===== config.mk =====
export PLATFORM = sky130hd
export DESIGN_NAME = alu_issue
export DESIGN_NICKNAME = d
export VERILOG_FILES = /design/src/rtl/gb_alu_pkg.sv /design/src/rtl/alu_decode.sv /design/src/rtl/alu_issue.sv
export SDC_FILE = /design/constraint.sdc
export NUM_CORES = 1
export LEC_CHECK = 0
export CORE_AREA = 2 2 56 110
export DETAILED_ROUTE_END_ITERATION = 10
export DIE_AREA = 0 0 58 112
export DONT_BUFFER_PORTS = 1
export GPL_TIMING_DRIVEN = 0
export PLACE_DENSITY = 0.62
export SYNTH_ARGS = -nofsm -noshare
export SYNTH_HDL_FRONTEND = slang
export SYNTH_SLANG_ARGS = --single-unit

===== constraint.sdc =====
create_clock -name clk -period 2.6 [get_ports clk]
set_input_delay 0.52 -clock clk [delete_from_list [all_inputs] [get_ports clk]]
set_output_delay 0.52 -clock clk [all_outputs]
set_load 0.005 [all_outputs]

===== src/rtl/gb_alu_pkg.sv =====
// rtl/gb_alu_pkg.sv - shared opcodes, flag indices, register indices and FSM states for the ALU issue stage
package gb_alu_pkg;

    localparam logic [2:0] ALU_ADD = 3'd0;
    localparam logic [2:0] ALU_ADC = 3'd1;
    localparam logic [2:0] ALU_SUB = 3'd2;
    localparam logic [2:0] ALU_SBC = 3'd3;
    localparam logic [2:0] ALU_AND = 3'd4;
    localparam logic [2:0] ALU_XOR = 3'd5;
    localparam logic [2:0] ALU_OR  = 3'd6;
    localparam logic [2:0] ALU_CP  = 3'd7;

    localparam logic [2:0] EXT_RLC  = 3'd0;
    localparam logic [2:0] EXT_RRC  = 3'd1;
    localparam logic [2:0] EXT_RL   = 3'd2;
    localparam logic [2:0] EXT_RR   = 3'd3;
    localparam logic [2:0] EXT_SLA  = 3'd4;
    localparam logic [2:0] EXT_SRA  = 3'd5;
    localparam logic [2:0] EXT_SWAP = 3'd6;
    localparam logic [2:0] EXT_SRL  = 3'd7;

    localparam logic [2:0] MISC_DAA = 3'd0;
    localparam logic [2:0] MISC_CPL = 3'd1;
    localparam logic [2:0] MISC_SCF = 3'd2;
    localparam logic [2:0] MISC_CCF = 3'd3;

    localparam logic [2:0] BIT_BIT = 3'd1;
    localparam logic [2:0] BIT_RES = 3'd2;
    localparam logic [2:0] BIT_SET = 3'd3;

    localparam int FLAG_Z = 7;
    localparam int FLAG_N = 6;
    localparam int FLAG_H = 5;
    localparam int FLAG_C = 4;

    localparam logic [2:0] REG_A      = 3'd7;
    localparam logic [2:0] REG_HL_IND = 3'd6;

    typedef enum logic [2:0] {
        ST_IDLE     = 3'd0,
        ST_CB_WAIT  = 3'd1,
        ST_IMM_WAIT = 3'd2,
        ST_EXEC     = 3'd3,
        ST_WB       = 3'd4
    } state_t;

endpackage


===== src/rtl/alu_decode.sv =====
// rtl/alu_decode.sv - combinational decode of a primary or CB-prefixed opcode byte into ALU fields
module alu_decode
    import gb_alu_pkg::*;
(
    input  logic [7:0] i_byte,
    input  logic       i_cb,
    output logic [2:0] o_op,
    output logic [2:0] o_src,
    output logic [2:0] o_dest,
    output logic       o_ext,
    output logic       o_misc,
    output logic       o_needs_imm,
    output logic       o_is_cb_prefix,
    output logic       o_writes_reg,
    output logic       o_legal
);

    always_comb begin
        o_op           = 3'd0;
        o_src          = 3'd0;
        o_dest         = 3'd0;
        o_ext          = 1'b0;
        o_misc         = 1'b0;
        o_needs_imm    = 1'b0;
        o_is_cb_prefix = 1'b0;
        o_writes_reg   = 1'b0;
        o_legal        = 1'b0;
        if (i_cb) begin
            o_ext   = 1'b1;
            o_dest  = i_byte[2:0];
            o_legal = (i_byte[2:0] != REG_HL_IND);
            if (i_byte[7:6] == 2'b00) begin
                o_op         = i_byte[5:3];
                o_src        = i_byte[2:0];
                o_writes_reg = 1'b1;
            end else begin
                // BIT/RES/SET: src carries the bit number, not a register
                o_misc       = 1'b1;
                o_op         = {1'b0, i_byte[7:6]};
                o_src        = i_byte[5:3];
                o_writes_reg = ({1'b0, i_byte[7:6]} != BIT_BIT);
            end
        end else if (i_byte[7:6] == 2'b10) begin
            o_op         = i_byte[5:3];
            o_src        = i_byte[2:0];
            o_dest       = REG_A;
            o_legal      = (i_byte[2:0] != REG_HL_IND);
            o_writes_reg = (i_byte[5:3] != ALU_CP);
        end else if (i_byte[7:6] == 2'b11 && i_byte[2:0] == 3'b110) begin
            o_op         = i_byte[5:3];
            o_dest       = REG_A;
            o_needs_imm  = 1'b1;
            o_legal      = 1'b1;
            o_writes_reg = (i_byte[5:3] != ALU_CP);
        end else if (i_byte[7:5] == 3'b001 && i_byte[2:0] == 3'b111) begin
            o_misc       = 1'b1;
            o_op         = {1'b0, i_byte[4:3]};
            o_src        = REG_A;
            o_dest       = REG_A;
            o_legal      = 1'b1;
            o_writes_reg = ({1'b0, i_byte[4:3]} == MISC_DAA) || ({1'b0, i_byte[4:3]} == MISC_CPL);
        end else if (i_byte == 8'hCB) begin
            o_is_cb_prefix = 1'b1;
            o_legal        = 1'b1;
        end
    end

endmodule


===== src/rtl/alu_issue.sv =====
// rtl/alu_issue.sv - issue/writeback stage: fetch handshake, operand read, ALU launch, RF writeback and F register
module alu_issue
    import gb_alu_pkg::*;
(
    input  logic       clk,
    input  logic       rst,
    input  logic       byte_valid,
    input  logic [7:0] byte_data,
    output logic       byte_ready,
    output logic [2:0] rf_addr_a,
    input  logic [7:0] rf_data_a,
    output logic [2:0] rf_addr_b,
    input  logic [7:0] rf_data_b,
    output logic       rf_wr_en,
    output logic [2:0] rf_wr_addr,
    output logic [7:0] rf_wr_data,
    output logic [1:0] t_cycle,
    output logic       alu_begin,
    output logic [2:0] op,
    output logic [2:0] src_addr,
    output logic [2:0] dest_addr,
    output logic [7:0] src_data,
    output logic [7:0] dest_data,
    output logic [7:0] flags_in,
    output logic       ext,
    output logic       misc,
    input  logic [7:0] res,
    input  logic [7:0] flags_res,
    input  logic       wr_en_flags,
    output logic [7:0] flags_q,
    output logic       instr_done,
    output logic       unsupported
);

    state_t     r_state;
    state_t     w_next;
    logic [2:0] r_imm_op;
    logic [2:0] r_op;
    logic [2:0] r_src;
    logic [2:0] r_dest;
    logic [7:0] r_src_data;
    logic [7:0] r_dest_data;
    logic [7:0] r_flags_in;
    logic [7:0] r_flags_q;
    logic       r_ext;
    logic       r_misc;
    logic       r_writes;
    logic       r_alu_begin;

    logic [2:0] w_op;
    logic [2:0] w_src;
    logic [2:0] w_dest;
    logic       w_ext;
    logic       w_misc;
    logic       w_needs_imm;
    logic       w_is_cb;
    logic       w_writes;
    logic       w_legal;

    logic       w_ready;
    logic [1:0] w_tcycle;
    logic       w_unsup;
    logic       w_load_dec;
    logic       w_load_imm;
    logic       w_save_imm;
    logic       w_done;
    logic       w_unused;

    alu_decode u_decode (
        .i_byte         (byte_data),
        .i_cb           (r_state == ST_CB_WAIT),
        .o_op           (w_op),
        .o_src          (w_src),
        .o_dest         (w_dest),
        .o_ext          (w_ext),
        .o_misc         (w_misc),
        .o_needs_imm    (w_needs_imm),
        .o_is_cb_prefix (w_is_cb),
        .o_writes_reg   (w_writes),
        .o_legal        (w_legal)
    );

    always_comb begin
        w_next     = r_state;
        w_ready    = 1'b0;
        w_tcycle   = 2'd0;
        w_unsup    = 1'b0;
        w_load_dec = 1'b0;
        w_load_imm = 1'b0;
        w_save_imm = 1'b0;
        w_done     = 1'b0;
        case (r_state)
            ST_IDLE: begin
                w_ready = 1'b1;
                if (byte_valid) begin
                    if (!w_legal) begin
                        w_unsup = 1'b1;
                    end else if (w_is_cb) begin
                        w_next = ST_CB_WAIT;
                    end else if (w_needs_imm) begin
                        w_next     = ST_IMM_WAIT;
                        w_save_imm = 1'b1;
                    end else begin
                        w_next     = ST_EXEC;
                        w_load_dec = 1'b1;
                    end
                end
            end
            ST_CB_WAIT: begin
                w_ready = 1'b1;
                if (byte_valid) begin
                    if (!w_legal) begin
                        w_unsup = 1'b1;
                        w_next  = ST_IDLE;
                    end else begin
                        w_next     = ST_EXEC;
                        w_load_dec = 1'b1;
                    end
                end
            end
            ST_IMM_WAIT: begin
                w_ready = 1'b1;
                if (byte_valid) begin
                    w_next     = ST_EXEC;
                    w_load_imm = 1'b1;
                end
            end
            ST_EXEC: begin
                w_tcycle = 2'd1;
                w_next   = ST_WB;
            end
            ST_WB: begin
                w_tcycle = 2'd2;
                if (wr_en_flags) begin
                    w_done = 1'b1;
                    w_next = ST_IDLE;
                end
            end
            default: w_next = ST_IDLE;
        endcase
    end

    always_ff @(posedge clk) begin
        if (rst) begin
            r_state     <= ST_IDLE;
            r_imm_op    <= 3'd0;
            r_op        <= 3'd0;
            r_src       <= 3'd0;
            r_dest      <= 3'd0;
            r_src_data  <= 8'h00;
            r_dest_data <= 8'h00;
            r_flags_in  <= 8'h00;
            r_flags_q   <= 8'h00;
            r_ext       <= 1'b0;
            r_misc      <= 1'b0;
            r_writes    <= 1'b0;
            r_alu_begin <= 1'b0;
        end else begin
            r_state     <= w_next;
            r_alu_begin <= w_load_dec | w_load_imm;
            if (w_save_imm) begin
                r_imm_op <= w_op;
            end
            if (w_load_dec) begin
                r_op        <= w_op;
                r_src       <= w_src;
                r_dest      <= w_dest;
                r_ext       <= w_ext;
                r_misc      <= w_misc;
                r_writes    <= w_writes;
                r_src_data  <= rf_data_a;
                r_dest_data <= rf_data_b;
                r_flags_in  <= r_flags_q;
            end
            if (w_load_imm) begin
                r_op        <= r_imm_op;
                r_src       <= 3'd0;
                r_dest      <= REG_A;
                r_ext       <= 1'b0;
                r_misc      <= 1'b0;
                r_writes    <= (r_imm_op != ALU_CP);
                r_src_data  <= byte_data;
                r_dest_data <= rf_data_b;
                r_flags_in  <= r_flags_q;
            end
            if (w_done) begin
                r_flags_q <= {flags_res[FLAG_Z], flags_res[FLAG_N], flags_res[FLAG_H], flags_res[FLAG_C], 4'b0000};
            end
        end
    end

    // BIT/RES/SET operate on the dest register, so port A follows dest for them
    assign rf_addr_a = (r_state == ST_IMM_WAIT) ? REG_A : ((w_ext && w_misc) ? w_dest : w_src);
    assign rf_addr_b = (r_state == ST_IMM_WAIT) ? REG_A : w_dest;

    assign byte_ready  = w_ready;
    assign t_cycle     = w_tcycle;
    assign rf_wr_en    = w_done && r_writes && !rst;
    assign rf_wr_addr  = rf_wr_en ? r_dest : 3'd0;
    assign rf_wr_data  = rf_wr_en ? res : 8'h00;
    assign instr_done  = w_done && !rst;
    assign unsupported = w_unsup && !rst;

    assign alu_begin = r_alu_begin;
    assign op        = r_op;
    assign src_addr  = r_src;
    assign dest_addr = r_dest;
    assign src_data  = r_src_data;
    assign dest_data = r_dest_data;
    assign flags_in  = r_flags_in;
    assign ext       = r_ext;
    assign misc      = r_misc;
    assign flags_q   = r_flags_q;

    assign w_unused = ^flags_res[3:0];

endmodule


* Yosys cells after proc, flatten, opt, wreduce, memory -nomap -nowiden
Index checks and enable logic that the tools add are counted.
** Word-level totals
- Bits in latches :: 0
- Flip-flop bits (word level) :: 47
- Memories :: 0
- Output and inout bits :: 67
- Memory bits (writable) :: 0
- Memory bits (read-only) :: 0
** Cells by class
- Reductions and logical operators :: 17
- Multipliers :: 0
- Eq/ne operators :: 20
- $add $sub $neg :: 0
- Multiplexer cells :: 83
- Bitwise logic cells :: 1
- Shifts and indexed selects :: 0
- Divide/modulo/power cells :: 0
- $lt $le $gt $ge :: 0
** Operators with widths (number)
- $mux W3 :: 25
- $mux W8 :: 7
- $mux W1 :: 45
- $pmux W3 S5 :: 1
- $ne A2 B2 Y1 const B :: 5
- $eq A3 B3 Y1 const B :: 3
- $ne A3 B3 Y1 const B :: 3
- $eq A8 B8 Y1 const B :: 1
- $logic_and A1 B1 Y1 :: 7
- $eq A3 B1 Y1 const B :: 2
- $eq A3 B2 Y1 const B :: 2
- $mux W2 :: 3
- $reduce_and A5 Y1 :: 1
- $eq A2 B2 Y1 const B :: 2
- $logic_not A2 Y1 :: 2
- $pmux W2 S2 :: 1
- $reduce_or A2 Y1 :: 2
- $logic_not A3 Y1 :: 1
- $reduce_or A3 Y1 :: 1
- $eq A2 B1 Y1 const B :: 1
- $ne A2 B1 Y1 const B :: 1
- $pmux W1 S2 :: 1
- $reduce_bool A2 Y1 :: 1
- $logic_not A1 Y1 :: 1
- 2 further kinds :: 2

* Longest topological paths before layout
Gate-level depths: netlist (run 1).
- Depth after elaboration :: 12
- Gate-level depth with buffers :: 9

* By module
Synthesis (run 1) repeated with hierarchy kept, for this count alone.
** Unflattened totals
- Cells, all modules :: 313
- Area, all modules :: 2646.3 µm²
** Modules (own cells, without submodules)
- alu_issue :: sequential area each 860.8 µm², area an instance 2254.7 µm², instances 1, cells an instance 254
- alu_decode :: sequential area each 0.0 µm², area an instance 391.6 µm², instances 1, cells an instance 59

* Least setup slack after synthesis (run 1)
No wires, ideal clock.
- Path type :: input-to-reg
- Start :: in byte_data[2]
- End :: reg r_ext, in the netlist ext
- Arrival :: 2.518 ns
- Path slack :: -0.049 ns
- Stages :: 8
- Setup time :: 0.131 ns
- Data required time :: 2.469 ns
- Path buffers :: 2
- Cells stage by stage :: buf_6 > nand4b_4 > or4_1 > and4_4 > a2111oi_4 > buf_4 > mux2i_1 > nor3_1
** On the way
- Longest elaborated chain between the ends :: 10
** RTL lines
- start, declared :: RTL line alu_issue.sv:8 : input logic [7:0] byte_data,
- $eq A8 B8 Y1, or another cell as far along :: RTL line alu_decode.sv:62 : end else if (i_byte == 8'hCB) begin
- $mux W1, or another cell as far along :: RTL line alu_decode.sv:62
- $mux W1, on equally long branches :: RTL line alu_decode.sv:55, alu_decode.sv:49
- $mux W1, on equally long branches :: RTL line alu_decode.sv:49, alu_decode.sv:43
- $mux W1, on equally long branches :: RTL line alu_decode.sv:43, alu_decode.sv:28
- $mux W1, on equally long branches :: RTL line alu_decode.sv:28, alu_issue.sv:100
- $mux W1 :: RTL line alu_issue.sv:98 : end else if (w_is_cb) begin
- $mux W1 :: RTL line alu_issue.sv:96 : if (!w_legal) begin
- $mux W1 :: RTL line alu_issue.sv:95 : if (byte_valid) begin
- $pmux W1 S2 * :: RTL line alu_issue.sv:92 : case (r_state)
- end signal, assigned :: RTL line alu_issue.sv:168 : r_ext <= w_ext;
- end, declared :: RTL line alu_issue.sv:45 : logic r_ext;
Every way passes the cells marked *; elsewhere a longest branch is shown, timed or not.
A chain may end at the register's enable or synchronous reset.

* Worst setup path in the final report (run 1)
- Start :: reg r_state[0]
- End :: out rf_addr_a[2]
** On the way
- Longest elaborated chain between the ends :: 5
** RTL lines
- start, declared :: RTL line alu_issue.sv:35 : state_t r_state;
- start signal, assigned :: RTL line alu_issue.sv:159 : r_state <= w_next;
- $eq A3 B1 Y1 :: RTL line alu_issue.sv:71 : .i_cb (r_state == ST_CB_WAIT),
- $mux W1 :: RTL line alu_decode.sv:28 : if (i_cb) begin
- $logic_and A1 B1 Y1 :: RTL line alu_issue.sv:193 : assign rf_addr_a = (r_state == ST_IMM_WAIT) ? REG_A : ((w_ext && w_misc) ? w_dest : w_src);
- $mux W3 :: RTL line alu_issue.sv:193
- $mux W3 * :: RTL line alu_issue.sv:193
- end, declared :: RTL line alu_issue.sv:10 : output logic [2:0] rf_addr_a,
Marks and branches as above.

==> flow_summary.yaml, run 1 <==
outcome:
  status: "finished, final reports clean"
detailed_routing:
  drt_wl_total_um: 6770
  detail_route.wl_per_cell_um: 18.0
  drc: 0
  antenna_left: 0
  via_per_inst: 5.82
  vias: 2183
  drt_first_pass_iters: 4
  drtIter0Drc: 52
worst_hold_path:
  hold_class: "input pin to flip-flop"
  hold_path_depth: 2
  holdCritStartpoint: "flags_res[7]"
  worstHoldEndpoint: "flags_q[7]$_SDFFE_PP0P_"
floorplan:
  die_w_um: 58
  dieArea_mm2: 0.00650
  num_rows: 39
  die_y_um: 112
  boundaryPins: 111
  coreArea_mm2: 0.00566
  start_util_pct: 43.5
sta:
  tightestPinTransition_ns: 0.677
  setup_viol: 0
  skew_ns: 0.00588
  fmax_ghz: 0.407
  period_needed_ns: 2.46
  fin_setup_tns_ns: 0
  finalWorstSetupSlack_ns: 0.141
  hold_viol: 0
  slew-limit-headroom_pct: 54.6
  slew_violations: 0
  finalCritPeriodShare_pct: 94.6
grt:
  grt_first_pass_wirelength_um: 10700
  grt_start_max_net_pins: 14
  antenna_found_initial: 0
  overflow: 0
  grt_pass1_vias: 2138
  grt_usage_pct: 21.3
worst_setup_path:
  start_kind: "flip-flop"
  cp_common_cell: "nand2_1"
  r2r_start: "r_state[1]$_SDFFE_PP0P_"
  cp.arrival_ns: 1.94
  max_stage_delay_ns: 0.43
  r2r_cells: 7
  worstPathCellList: "or3b_4 > a31o_2 > a222oi_1 > nand2_1 > o21ai_0 > nand2_1"
  regToRegSetupSlack_ns: 0.30
  end_kind: "output port"
  path_max_fanout: 7
  crit_type: "flip-flop to output port"
  required_ns: 2.08
  rr_endpoint: "op[1]$_SDFFE_PP0P_"
  cpMaxStageDelayCell: "or3b_4"
clock_network:
  clk_latency_ns: 0.28
  clk_pin_slew_worst_paths_ns: 0.06
  clk_path_buf_depth: 2
  h-tree-depth: 2
  cts_tree: "built"
  ctsHoldBuffers: 0
  numCtsBuffers: 5
  clkSinkCount: 43
  root_buffer: "clkbuf_16"
final_layout:
  n_fill_cell: 585
  fin_area_mm2: 0.00283
  areaGrowthSynthToFinish_pct: 15.0
  ff_latch_area_um2: 866
  layout-drive-gt1-share_pct: 15.0
  nets: 357
  multiInputGateArea_mm2: 0.00148
  final_cells: 375
  n_antenna_cell: 0
yosys:
  post-synth-top-area-cell: "dfxtp_1"
  synthAdderAreaFrac_pct: 0
  synth_ff_type: "dfxtp_1"
  synth.area.top_cells: "dfxtp_1 35%, mux2i_1 11%, nand2b_1 6.6%, a211oi_1 4.6%, nand2_1 4.1%"
  yosys_warnings: 0
  synth_edf_count: 0
  yosysSeqAreaShare_pct: 34.9
  ys_ff_latch: 43
  yosys.area_share.simple_pct: 28.8
  synth_cell_types: 48
  syn_area_per_cell_um2: 8.36
  synth_xor_xnor_area_share_pct: 0
  async_reset_ff_share_pct: 0
  yosysTopAreaCellShare_pct: 34.9
  muxShareOfSynthArea_pct: 11.0
  synth_compound_area_share_pct: 17.7
  synth_top_family_by_area: "simple AND/OR/NAND/NOR gates"
  syn_area_mm2: 0.00246
  postSynthCellCount: 295
flow_run:
  drv_cap: 0
placed_design:
  hpwl_um: 5130
  dp.cells: 363
  place_congestion: 0.937
  place_ws_ns: -0.416
  placed_area_mm2: 0.00257
  io_buffers: 0
power_and_ir_drop:
  power.leakage_uw: 0.00116
  p_per_area_mw_per_mm2: 666
  peakVddDrop_mv: 0.652
-- logic make-up after synthesis --
logic type	Yosys count
and+or+nand+nor	130
AOI/OAI and AO/OA	60
DFF	43
buffers and inverters	34
muxes	27
other	1
-- report_power, final --
part | leakage, µW | switching (µW) | internal, µW
Combinational | 0.000718 | 192 | 151
Sequential | 0.000351 | 39.5 | 706
Clock | 0.0000911 | 247 | 551
Total | 0.00116 | 479 | 1410
-- layout by cell type (no fill, tap or decap), drive strengths merged, types with 3 or more instances in the layout --
master / instances
a21oi: 14
dfxtp: 43
clkbuf: 24
a211oi: 15
nand3: 3
nand2: 27
nor2b: 3
and3: 4
nand2b: 26
and2: 15
nor3: 9
inv: 3
mux2i: 27
o21ai: 10
nor2: 28
conb: 8
a2111oi: 3
buf: 17
-- cell type report --
cell class                 instances  area share [%]
inverter                           3           0.397
sequential                        43            30.6
tap                               61            2.69
multi-input combinational        225            52.3
clock buffer                       6            4.55
clock inverter                     2            2.12
timing repair buffer               4            1.06
buffer                            31            6.31
-- cells in the mapped netlist (2+ instances only) --
cell type	count
and2_1	15
a2111oi_0	2
a211oi_1	15
or3_1	2
a311o_1	2
a222oi_1	2
nor4_1	2
a21oi_1	14
inv_1	3
nand2_1	27
a22o_1	2
mux2i_1	27
buf_6	2
nor4bb_1	2
nor3_1	9
and3_1	4
nor2b_1	3
a31o_2	2
buf_4	11
o21ai_0	9
nor2_1	27
dfxtp_1	43
nand3_1	3
nand2b_1	26
clkbuf_1	18
-- worst max path at each step --
stage	startpoint	end	slack (ns)	depth (start not counted)
6_report	r_state[0]$_SDFFE_PP0P_	rf_addr_a[2]	0.14	6
5_1_grt	r_state[0]$_SDFFE_PP0P_	rf_addr_a[1]	-0.009	6
4_1_cts	r_state[0]$_SDFFE_PP0P_	rf_addr_a[2]	0.0009	6
3_5_place_dp	byte_data[1]	dest_data[6]$_SDFFE_PP0P_	-0.42	9
3_3_place_gp	byte_data[1]	dest_data[4]$_SDFFE_PP0P_	-0.36	9
2_1_floorplan	byte_data[1]	ext$_SDFFE_PP0P_	0.02	9
-- per-stage QoR --
step           hold WS [ns]  util, %  total power [µW]
2_1_floorplan         0.462        -              1010
3_3_place_gp          0.473     45.4              1080
3_5_place_dp          0.485     45.4              1080
4_1_cts               0.369     49.4              1900
5_1_grt               0.360     50.1              1980
6_report              0.374     50.1              1890
-- state kept, by name, summed over array words and instances, names as in the netlist --
register   cells
dest_data      8
src_data       8
flags_in       4
flags_q        4
dest_addr      3
op             3
r_imm_op       3
r_state        3
src_addr       3
alu_begin      1
ext            1
misc           1
r_writes       1
-- per-layer routing --
metal  vias up  wire length, µm  part of all wire (%)  GRT usage (%)
met5         -                0                     0              0
met4         0              157                   2.3           5.74
met3        14              367                   5.4           4.53
met2        75             3940                    58           41.9
met1      1033             2300                    34           21.3
li1       1061                -                     -              -
-- what timing repair did --
item / CTS / global route
gates resized for setup: 6 / 16
pin swaps: 1 / 2
buffers inserted: 3 / 1
endpoints found under the setup margin: 36 / 21
-- worst max-delay path: cells and delay by family, from the launching register on --
family / cells / cell delay, ns
compound gates: 3 / 0.65
simple gates: 3 / 0.61
flops: 1 / 0.39
Note: power is estimated with default switching activity, not from simulation.
==> inputs of run 2 (changes only) <==
CORE_AREA = 2 2 59 117   (was 2 2 56 110)
DIE_AREA = 0 0 61 119   (was 0 0 58 112)
PLACE_DENSITY = 0.57   (was 0.62)
RECOVER_POWER = 50   (was not set)
==> run 2 against run 1 <==
Global-route usage down 2.3 points. Via count down 0.96%. Sequential cell count unchanged. First-iteration DRC count rose to 3.1 times the previous value. Routed wire length down 4.4%. Clock power down 10%. Combinational power down 1%. Worst setup slack better by 0.023 ns. Critical path depth unchanged. Critical path type unchanged. Critical endpoint unchanged. Highest routed layer unchanged.
==> flow_summary.yaml, run 2 (synthesis gave the netlist of run 1 again) <==
final_layout:
  fin_area_mm2: 0.00284
  n_antenna_cell: 0
  n_fill_cell: 659
  final_common_cell: "dfxtp_1"
  multiInputGateArea_mm2: 0.00148
  layout-drive-gt1-share_pct: 15.0
  final_cell_mix: "41 x dfxtp_1, 27 x mux2i_1, 26 x nand2b_1, 26 x nand2_1, 25 x nor2_1"
  nets: 357
  areaGrowthSynthToFinish_pct: 15.3
  ff_latch_area_um2: 866
worst_setup_path:
  path_max_fanout: 7
  worstPathCellList: "or3b_4 > a31o_2 > a222oi_1 > nand2_1 > o21ai_0 > nand2_1"
  max_stage_delay_ns: 0.42
  cpMaxStageDelayCell: "or3b_4"
  crit_start: "r_state[0]$_SDFFE_PP0P_"
  worstSetupEndpoint: "rf_addr_a[2]"
  regToRegSetupSlack_ns: 0.27
  r2r_cells: 7
  cp.arrival_ns: 1.92
  required_ns: 2.08
  rr_endpoint: "op[1]$_SDFFE_PP0P_"
  start_kind: "flip-flop"
  cp_common_cell: "nand2_1"
  end_kind: "output port"
  r2r_start: "r_state[1]$_SDFFE_PP0P_"
  crit_type: "flip-flop to output port"
grt:
  grt_usage_pct: 19.0
  overflow: 0
  grt_first_pass_wirelength_um: 10600
  grt_start_max_net_pins: 15
  grt_pass1_vias: 2165
  antenna_found_initial: 0
placed_design:
  io_buffers: 0
  hpwl_um: 5020
  place_ws_ns: -0.436
  placed_area_mm2: 0.00260
  place_congestion: 0.904
sta:
  setup_viol: 0
  finalCritPeriodShare_pct: 93.7
  slew-limit-headroom_pct: 60.0
  period_needed_ns: 2.44
  slew_violations: 0
  fmax_ghz: 0.410
  tightestPinTransition_ns: 0.596
  finalWorstSetupSlack_ns: 0.164
  hold_viol: 0
  skew_ns: 0.00522
floorplan:
  die_y_um: 119
  boundaryPins: 111
  start_util_pct: 38.1
  die_w_um: 61
  coreArea_mm2: 0.00646
  num_rows: 42
  dieArea_mm2: 0.00726
worst_hold_path:
  hold_class: "input pin to flip-flop"
clock_network:
  cts_tree: "built"
  clk_latency_ns: 0.29
  clkSinkCount: 43
  numCtsBuffers: 5
  clk_path_buf_depth: 2
  root_buffer: "clkbuf_16"
  h-tree-depth: 2
  clk_pin_slew_worst_paths_ns: 0.06
detailed_routing:
  via_per_inst: 5.38
  vias: 2162
  drc: 0
  drt_first_pass_iters: 4
  antenna_left: 0
  detail_route.wl_per_cell_um: 16.1
  drtIter0Drc: 162
  drt_wl_total_um: 6470
power_and_ir_drop:
  p_per_area_mw_per_mm2: 633
  power.leakage_uw: 0.00115
  power_uw: 1800
  peakVddDrop_mv: 0.347
outcome:
  status: "finished, final reports clean"
flow_run:
  drv_cap: 0
## run 2: report_power, final
group | internal, µW | switching [µW]
Combinational | 149 | 189
Sequential | 706 | 38.9
Clock | 453 | 263
## run 2: layout make-up
| type | instances | share of cell area [%] |
|---|---|---|
| repair buffers | 4 | 1.06 |
| plain buffers | 31 | 6.25 |
| clock buffers | 5 | 4.40 |
| clock inverters | 3 | 1.54 |
| inverters | 3 | 0.396 |
| well taps | 88 | 3.87 |
| multi-input cells | 225 | 52.0 |
| flip-flops and latches | 43 | 30.5 |
## run 2: stage by stage
stage	std cells	TNS [ns]	utilization [%]	hold slack, ns
floorplan	302	0	-	0.462
global placement	390	-10.92	40.2	0.474
detailed placement	390	-11.34	40.2	0.487
CTS	402	-0.0108	43.5	0.359
global route	402	-0.0000964	44.0	0.368
finish	402	0	44.0	0.363
## run 2: routing by layer
layer | part of all wire [%] | up-vias | GRT usage [%]
li1 | - | 1057 | -
met1 | 39 | 1009 | 23.8
met2 | 49 | 87 | 29.0
met3 | 8.9 | 9 | 6.51
met4 | 2.5 | 0 | 7.88
met5 | 0 | - | 0
## run 2: how the worst min path moves through the flow
stage                             from                       to  slack (ns)  cells after the start
6_report                  flags_res[7]  flags_q[7]$_SDFFE_PP0P_        0.36                      2
5_1_grt                   flags_res[4]  flags_q[4]$_SDFFE_PP0P_        0.37                      2
4_1_cts                   flags_res[7]  flags_q[7]$_SDFFE_PP0P_        0.36                      2
3_5_place_dp   flags_q[7]$_SDFFE_PP0P_  flags_q[7]$_SDFFE_PP0P_        0.49                      2
3_3_place_gp     r_writes$_SDFFE_PP0P_    r_writes$_SDFFE_PP0P_        0.47                      2
2_1_floorplan    r_writes$_SDFFE_PP0P_    r_writes$_SDFFE_PP0P_        0.46                      2
## run 2: timing repair
| action | CTS | global route |
|---|---|---|
| resized for setup | 5 | 14 |
| setup endpoints to repair | 34 | 24 |
| pin swaps | 1 | 3 |
| setup buffers | 4 | 0 |
| cloned | 0 | 0 |
| hold endpoints to repair | 0 | 0 |
| hold buffers | 0 | 0 |
## run 2: critical path, delay by kind of cell (launching register included)
family	cells	cell delay, ns
simple gates	3	0.60
flops	1	0.38
compound gates	3	0.65
==> patch 1 (flow settings as in run 1) <==
`FLAG_N`: 6 -> 5.
--- a/src/rtl/gb_alu_pkg.sv
+++ b/src/rtl/gb_alu_pkg.sv
@@ -30,5 +30,5 @@
 
     localparam int FLAG_Z = 7;
-    localparam int FLAG_N = 6;
+    localparam int FLAG_N = 5;
     localparam int FLAG_H = 5;
     localparam int FLAG_C = 4;
Formal check against the unedited RTL: not equivalent (a bounded check fails within 4 cycles, from zero or initial values and one cycle with rst high).
==> patch 1 against run 1 <==
Fmax fell by 1.4%. Count of clock-buffer cells in the layout fell by 1. Wire length rose by 8.8%. Synthesized cell count rose by 5.1%. Worst setup slack got worse by 34 ps. Synthesized area fell by 3.2%. Cell area fell by 4.9%. Total power rose by 0.51%. Sequential cell count fell by 2.
==> patch 1: results (changes against run 1) <==
- Number of standard cells in the layout, taps in and fillers out: 385 (+2.7%)
- Number of iterations in the first detailed-routing pass: 5 (+1)
- Result of the run: completed
- Overall track demand over capacity in global routing: 22.68% (+1.3 points)
- Dpl cell area: 2489 µm² (-3.1%)
- Worst hold slack across all endpoints: 387.2 ps (+12.77 ps)
- Post-detailed-route wirelength per cell: 19.11 µm (+5.9%)
- Main area contributors after synthesis: sky130_fd_sc_hd__dfxtp_1, sky130_fd_sc_hd__a21oi_1, sky130_fd_sc_hd__nand2_1
- Met1 layer usage reported by global route: 23.89% (+2.6 points)
- Synth unique cells: 52 (+8.3%)
- Total instance count after detailed placement: 378 (+4.1%)
- First-pass GRT wire length: 11.34 mm (+5.7%)
- Startpoint of the lowest-slack register-to-register path: r_state[0]
- Proportion of layout cells with a drive suffix above 1: 12.96% (-2.0 points)
- Static leakage power: 1.034 nW (-11%)
- Number of fill cells in the layout: 570 (-2.6%)
- Vias in the first global route: 2,197 (+2.8%)
- Number of DRC markers after the initial detailed-route iteration: 112 (+120%)
- Pre-CTS WS: 61.64 ps (+477.7 ps)
- Worst ir drop on vdd: 0.0006205 V (-4.8%)
- Final #Nets: 367 (+2.8%)
- Maximum level of the CTS H-tree: 2 (unchanged)
- Worst hold endpoint: flags_q[7]
- Relative max-transition margin: 45.81% (-8.7 points)
- Flop2flop setup slack: 530 ps (+230 ps)
- Met2 track demand over resource: 41.21% (-0.68 points)
- Cell types with the highest counts after synthesis: sky130_fd_sc_hd__dfxtp_1, sky130_fd_sc_hd__a21oi_1, sky130_fd_sc_hd__nand2_1, sky130_fd_sc_hd__nor2_1, sky130_fd_sc_hd__nand3_1
- CP max FO: 10 (+3)
- Detailed Place HPWL: 5.720 mm (+11%)
- Worst R2R End: op[2]
- GR Layer Usage met3: 4.878% (+0.35 points)
- Skew final: 4.400 ps (-1.481 ps)
- IO Port Bufs: 0 (unchanged)
- Post-CTS Repair Setup Buffers: 0 (-3)
- Arrival time at the worst endpoint: 1970 ps (+30 ps)
- Post-Syn Area per Cell: 7.697 µm² (-7.9%)
- Drt via density: 6.036 (+3.7%)
- Final weighted congestion in routability-driven placement: 0.9129 (-2.6%)
patch 1: cell type report:
type | instances | area [µm²] | area share (%)
plain buffers | 38 | 224.0 | 8.310
clock buffers | 5 | 125.1 | 4.643
clock inverters | 3 | 68.82 | 2.553
inverters | 7 | 26.28 | 0.9749
multi-input cells | 230 | 1354 | 50.23
flip-flops and latches | 41 | 820.8 | 30.46
well taps | 61 | 76.32 | 2.832
patch 1: repair_timing:
action	CTS	global route
resized for setup	3	3
endpoints found under the setup margin	9	10
gates cloned	0	0
patch 1: worst max path at each step:
stage	startpoint	endpoint	slack, ps
floorplan	byte_data[2]	rf_addr_b[1]	440
global placement	byte_data[6]	unsupported	60
detailed placement	byte_data[6]	unsupported	60
CTS	r_state[2]	unsupported	10
global route	r_state[2]	unsupported	2
finish	r_state[2]	unsupported	110
patch 1: logic make-up (layout without fill, tap and decap cells):
group           Yosys count  count (layout)  synth area share (%)
simple gates            120             120                 25.90
compound gates           99              99                 27.79
buf+inv                  46              53                 10.49
flops                    41              41                 34.40
mux                       3               3                 1.259
other cells               1               8                0.1572
patch 1: power by group:
part           internal, mW  leakage [nW]  switching (mW)  total (mW)
sequential            0.678         0.334          0.0423       0.721
clock                 0.553        0.0944           0.261       0.814
combinational         0.138         0.606           0.224       0.362
patch 1: per-layer routing:
layer  vias up  wire, µm
li1       1133         -
met1      1073      2635
met2       101      4055
met3        17       432
met4         0       233
met5         -         0
patch 1: critical path, stage by stage (launching register included):
cell                       delay [ps]
sky130_fd_sc_hd__dfxtp_1          340
sky130_fd_sc_hd__clkbuf_2         190
sky130_fd_sc_hd__nor3b_1          310
sky130_fd_sc_hd__clkbuf_2         290
sky130_fd_sc_hd__a211oi_1         100
sky130_fd_sc_hd__nor3_2           350
sky130_fd_sc_hd__nor4_2           110
==> patch 2 (flow settings as in run 1) <==
Made on the original files. Encoding of `state_t`: now one-hot (5 bits for 5 states).
--- a/src/rtl/gb_alu_pkg.sv
+++ b/src/rtl/gb_alu_pkg.sv
@@ -37,10 +37,10 @@
     localparam logic [2:0] REG_HL_IND = 3'd6;
 
-    typedef enum logic [2:0] {
-        ST_IDLE     = 3'd0,
-        ST_CB_WAIT  = 3'd1,
-        ST_IMM_WAIT = 3'd2,
-        ST_EXEC     = 3'd3,
-        ST_WB       = 3'd4
+    typedef enum logic [4:0] {
+        ST_IDLE     = 5'b00001,
+        ST_CB_WAIT  = 5'b00010,
+        ST_IMM_WAIT = 5'b00100,
+        ST_EXEC     = 5'b01000,
+        ST_WB       = 5'b10000
     } state_t;
 
Check against the original RTL: same outputs for any inputs over 10 cycles, from zero or initial values and one cycle with rst high; not proved beyond that.
==> patch 2 against run 1 <==
Worst setup slack lost 150 ps. Total power shrank 12%. Sequential cell count grew 2. Combinational power shrank 27%. Largest power group is now sequential cells. Count of clock-buffer cells in the layout is the same. Wire length grew 13%. Synthesized area grew 2.1%. Non-clock buffer count grew 10. The flow now finishes with violations (setup timing). Critical path depth is the same. Synthesized cell count grew 6.1%. Via count grew 13%. Clock skew is essentially flat. Cell area grew 3.0%. Die area is the same.
==> patch 2: results (changes against run 1) <==
- Violated checks: setup timing
- Hold-critical path depth: 2 (unchanged)
- Largest stage delay on the critical path: 440 ps
- Post-synth ARST share: 0% (unchanged)
- Proportion of layout cells with a drive suffix above 1: 18.40% (+3.4 points)
- Number of fill cells in the layout: 564 (-3.6%)
- Number of iterations in the first detailed-routing pass: 4 (unchanged)
- Skew final: 5.423 ps (-0.4581 ps)
- Routed met2 length: 4.209 mm (+6.8%)
- First-pass GRT wire length: 11.83 mm (+10%)
- Pin count of the biggest net entering global routing: 15 (+1)
- Maximum buffer depth of the clock tree: 2 (unchanged)
- Arrival time at the worst endpoint: 2090 ps (+150 ps)
- IO Port Bufs: 0 (unchanged)
- Family with the most delay on the worst path: simple AND/OR/NAND/NOR gates
- Dpl cell area: 2619 µm² (+2.0%)
- Top routing layer in use: met4
- Final weighted congestion in routability-driven placement: 0.8863 (-5.4%)
- Met2 track demand over resource: 42.95% (+1.1 points)
- CP max FO: 7 (unchanged)
- Count of inserted antenna diode cells: 0 (unchanged)
- Number of clock buffers inserted by TritonCTS: 5 (unchanged)
- Total Routed Length: 7.674 mm (+13%)
- Worst ir drop on vdd: 0.0005278 V (-19%)
- Vias in the first global route: 2,421 (+13%)
- Hold crit path type: in -> reg
- Smallest setup slack after layout: -6.671 ps (-147.7 ps)
- Number of warnings reported in the yosys synthesis log: 0 (unchanged)
- Clock slew seen by the registers of the worst setup and hold paths: 60 ps (about the same)
- Overall track demand over capacity in global routing: 23.74% (+2.4 points)
- Sequential area share after synthesis: 35.80% (+0.88 points)
- Setup TNS Final: -9.052 ps (-9.052 ps)
- Flop2flop setup slack: 320 ps (+20 ps)
- Drt via density: 6.173 (+6.0%)
- Met3 WL post-DR: 575 µm (+57%)
- Met1 layer usage reported by global route: 22.88% (+1.6 points)
- Worst reg2reg path depth: 7 (unchanged)
- Worst-margin pin slew: 739.0 ps (+62.45 ps)
- Final #Nets: 380 (+6.4%)
- Final setup vio count: 2 (+2)
- Number of DRC markers after the initial detailed-route iteration: 103 (+98%)
- Cell at the root of the clock tree: sky130_fd_sc_hd__clkbuf_16
- Crit-path slowest cell: sky130_fd_sc_hd__or3_4
- Main area contributors after synthesis: sky130_fd_sc_hd__dfxtp_1, sky130_fd_sc_hd__a21oi_1, sky130_fd_sc_hd__nor2_1
- Number of antenna violations at the first check in global routing: 0 (unchanged)
- Cell types with the highest counts after synthesis: sky130_fd_sc_hd__dfxtp_1, sky130_fd_sc_hd__nor2_1, sky130_fd_sc_hd__a21oi_1, sky130_fd_sc_hd__nand2_1
- Result of the run: complete, but fails checks
- Synth unique cells: 55 (+15%)
- Detailed Place HPWL: 5.796 mm (+13%)
- Static leakage power: 1.128 nW (-2.7%)
- Maximum level of the CTS H-tree: 2 (unchanged)
- GR Layer Usage met3: 6.620% (+2.1 points)
- Clk Latency, worst-skew pair: 290 ps
- Sum of routed wire segments on met1: 2.587 mm (+12%)
[patch 2: cell count changes after synthesis, sizes merged, moves of 10 or more]
cell,before,now
a21oi,14,33
and2,15,1
mux2i,27,5
nand2b,26,3
nand3,3,20
o21ai,10,20
[patch 2: logic make-up (layout without fill, tap and decap cells)]
kind of cell    count (synthesis)  after routing  share of synthesized area, %
simple gates                  115            115                         22.73
xor+xnor                        1              1                        0.3481
compound gates                105            105                         29.74
mux                             5              5                         1.989
buf+inv                        41             58                         9.249
other cells                     1              8                        0.1490
flops                          45             45                         35.80
[patch 2: path summary, 6_finish.rpt]
path	start	endpoint
worst min-delay path	flags_res[5]	flags_q[5]
worst max register to register	r_state[0]	src_data[5]
worst min register to register	src_data[0]	src_data[0]
worst max-delay path	r_state[0]	rf_wr_data[5]
[patch 2: area by class of cell]
type	instances	share of cell area [%]
Clock buffer	6	4.758
Sequential cell	45	31.03
Timing Repair Buffer	9	2.443
Inverter	5	0.6429
Buffer	36	7.715
Clock inverter	2	0.4715
Tap cell	61	2.615
Multi-Input combinational cell	234	50.32
[patch 2: repair_timing]
action	in CTS	in global routing
gates resized for setup	14	13
setup buffers	2	6
endpoints found under the setup margin	20	19
cloned	0	1
pin swaps	3	6
[patch 2: stage by stage]
step           utilization, %  hold slack, ps  worst slack [ps]  std cells
6_report                51.57           372.2            -6.671        398
5_1_grt                 51.57           376.7            -98.94        398
4_1_cts                 50.02           373.6             4.480        391
3_5_place_dp            46.26           479.4            -125.0        381
3_3_place_gp            46.26           472.0            -115.4        381
2_1_floorplan               -           453.3             279.4        320
[patch 2: power by group]
part,internal [mW],switching [mW]
clock network,0.383,0.286
logic,0.110,0.142
registers,0.719,0.0230
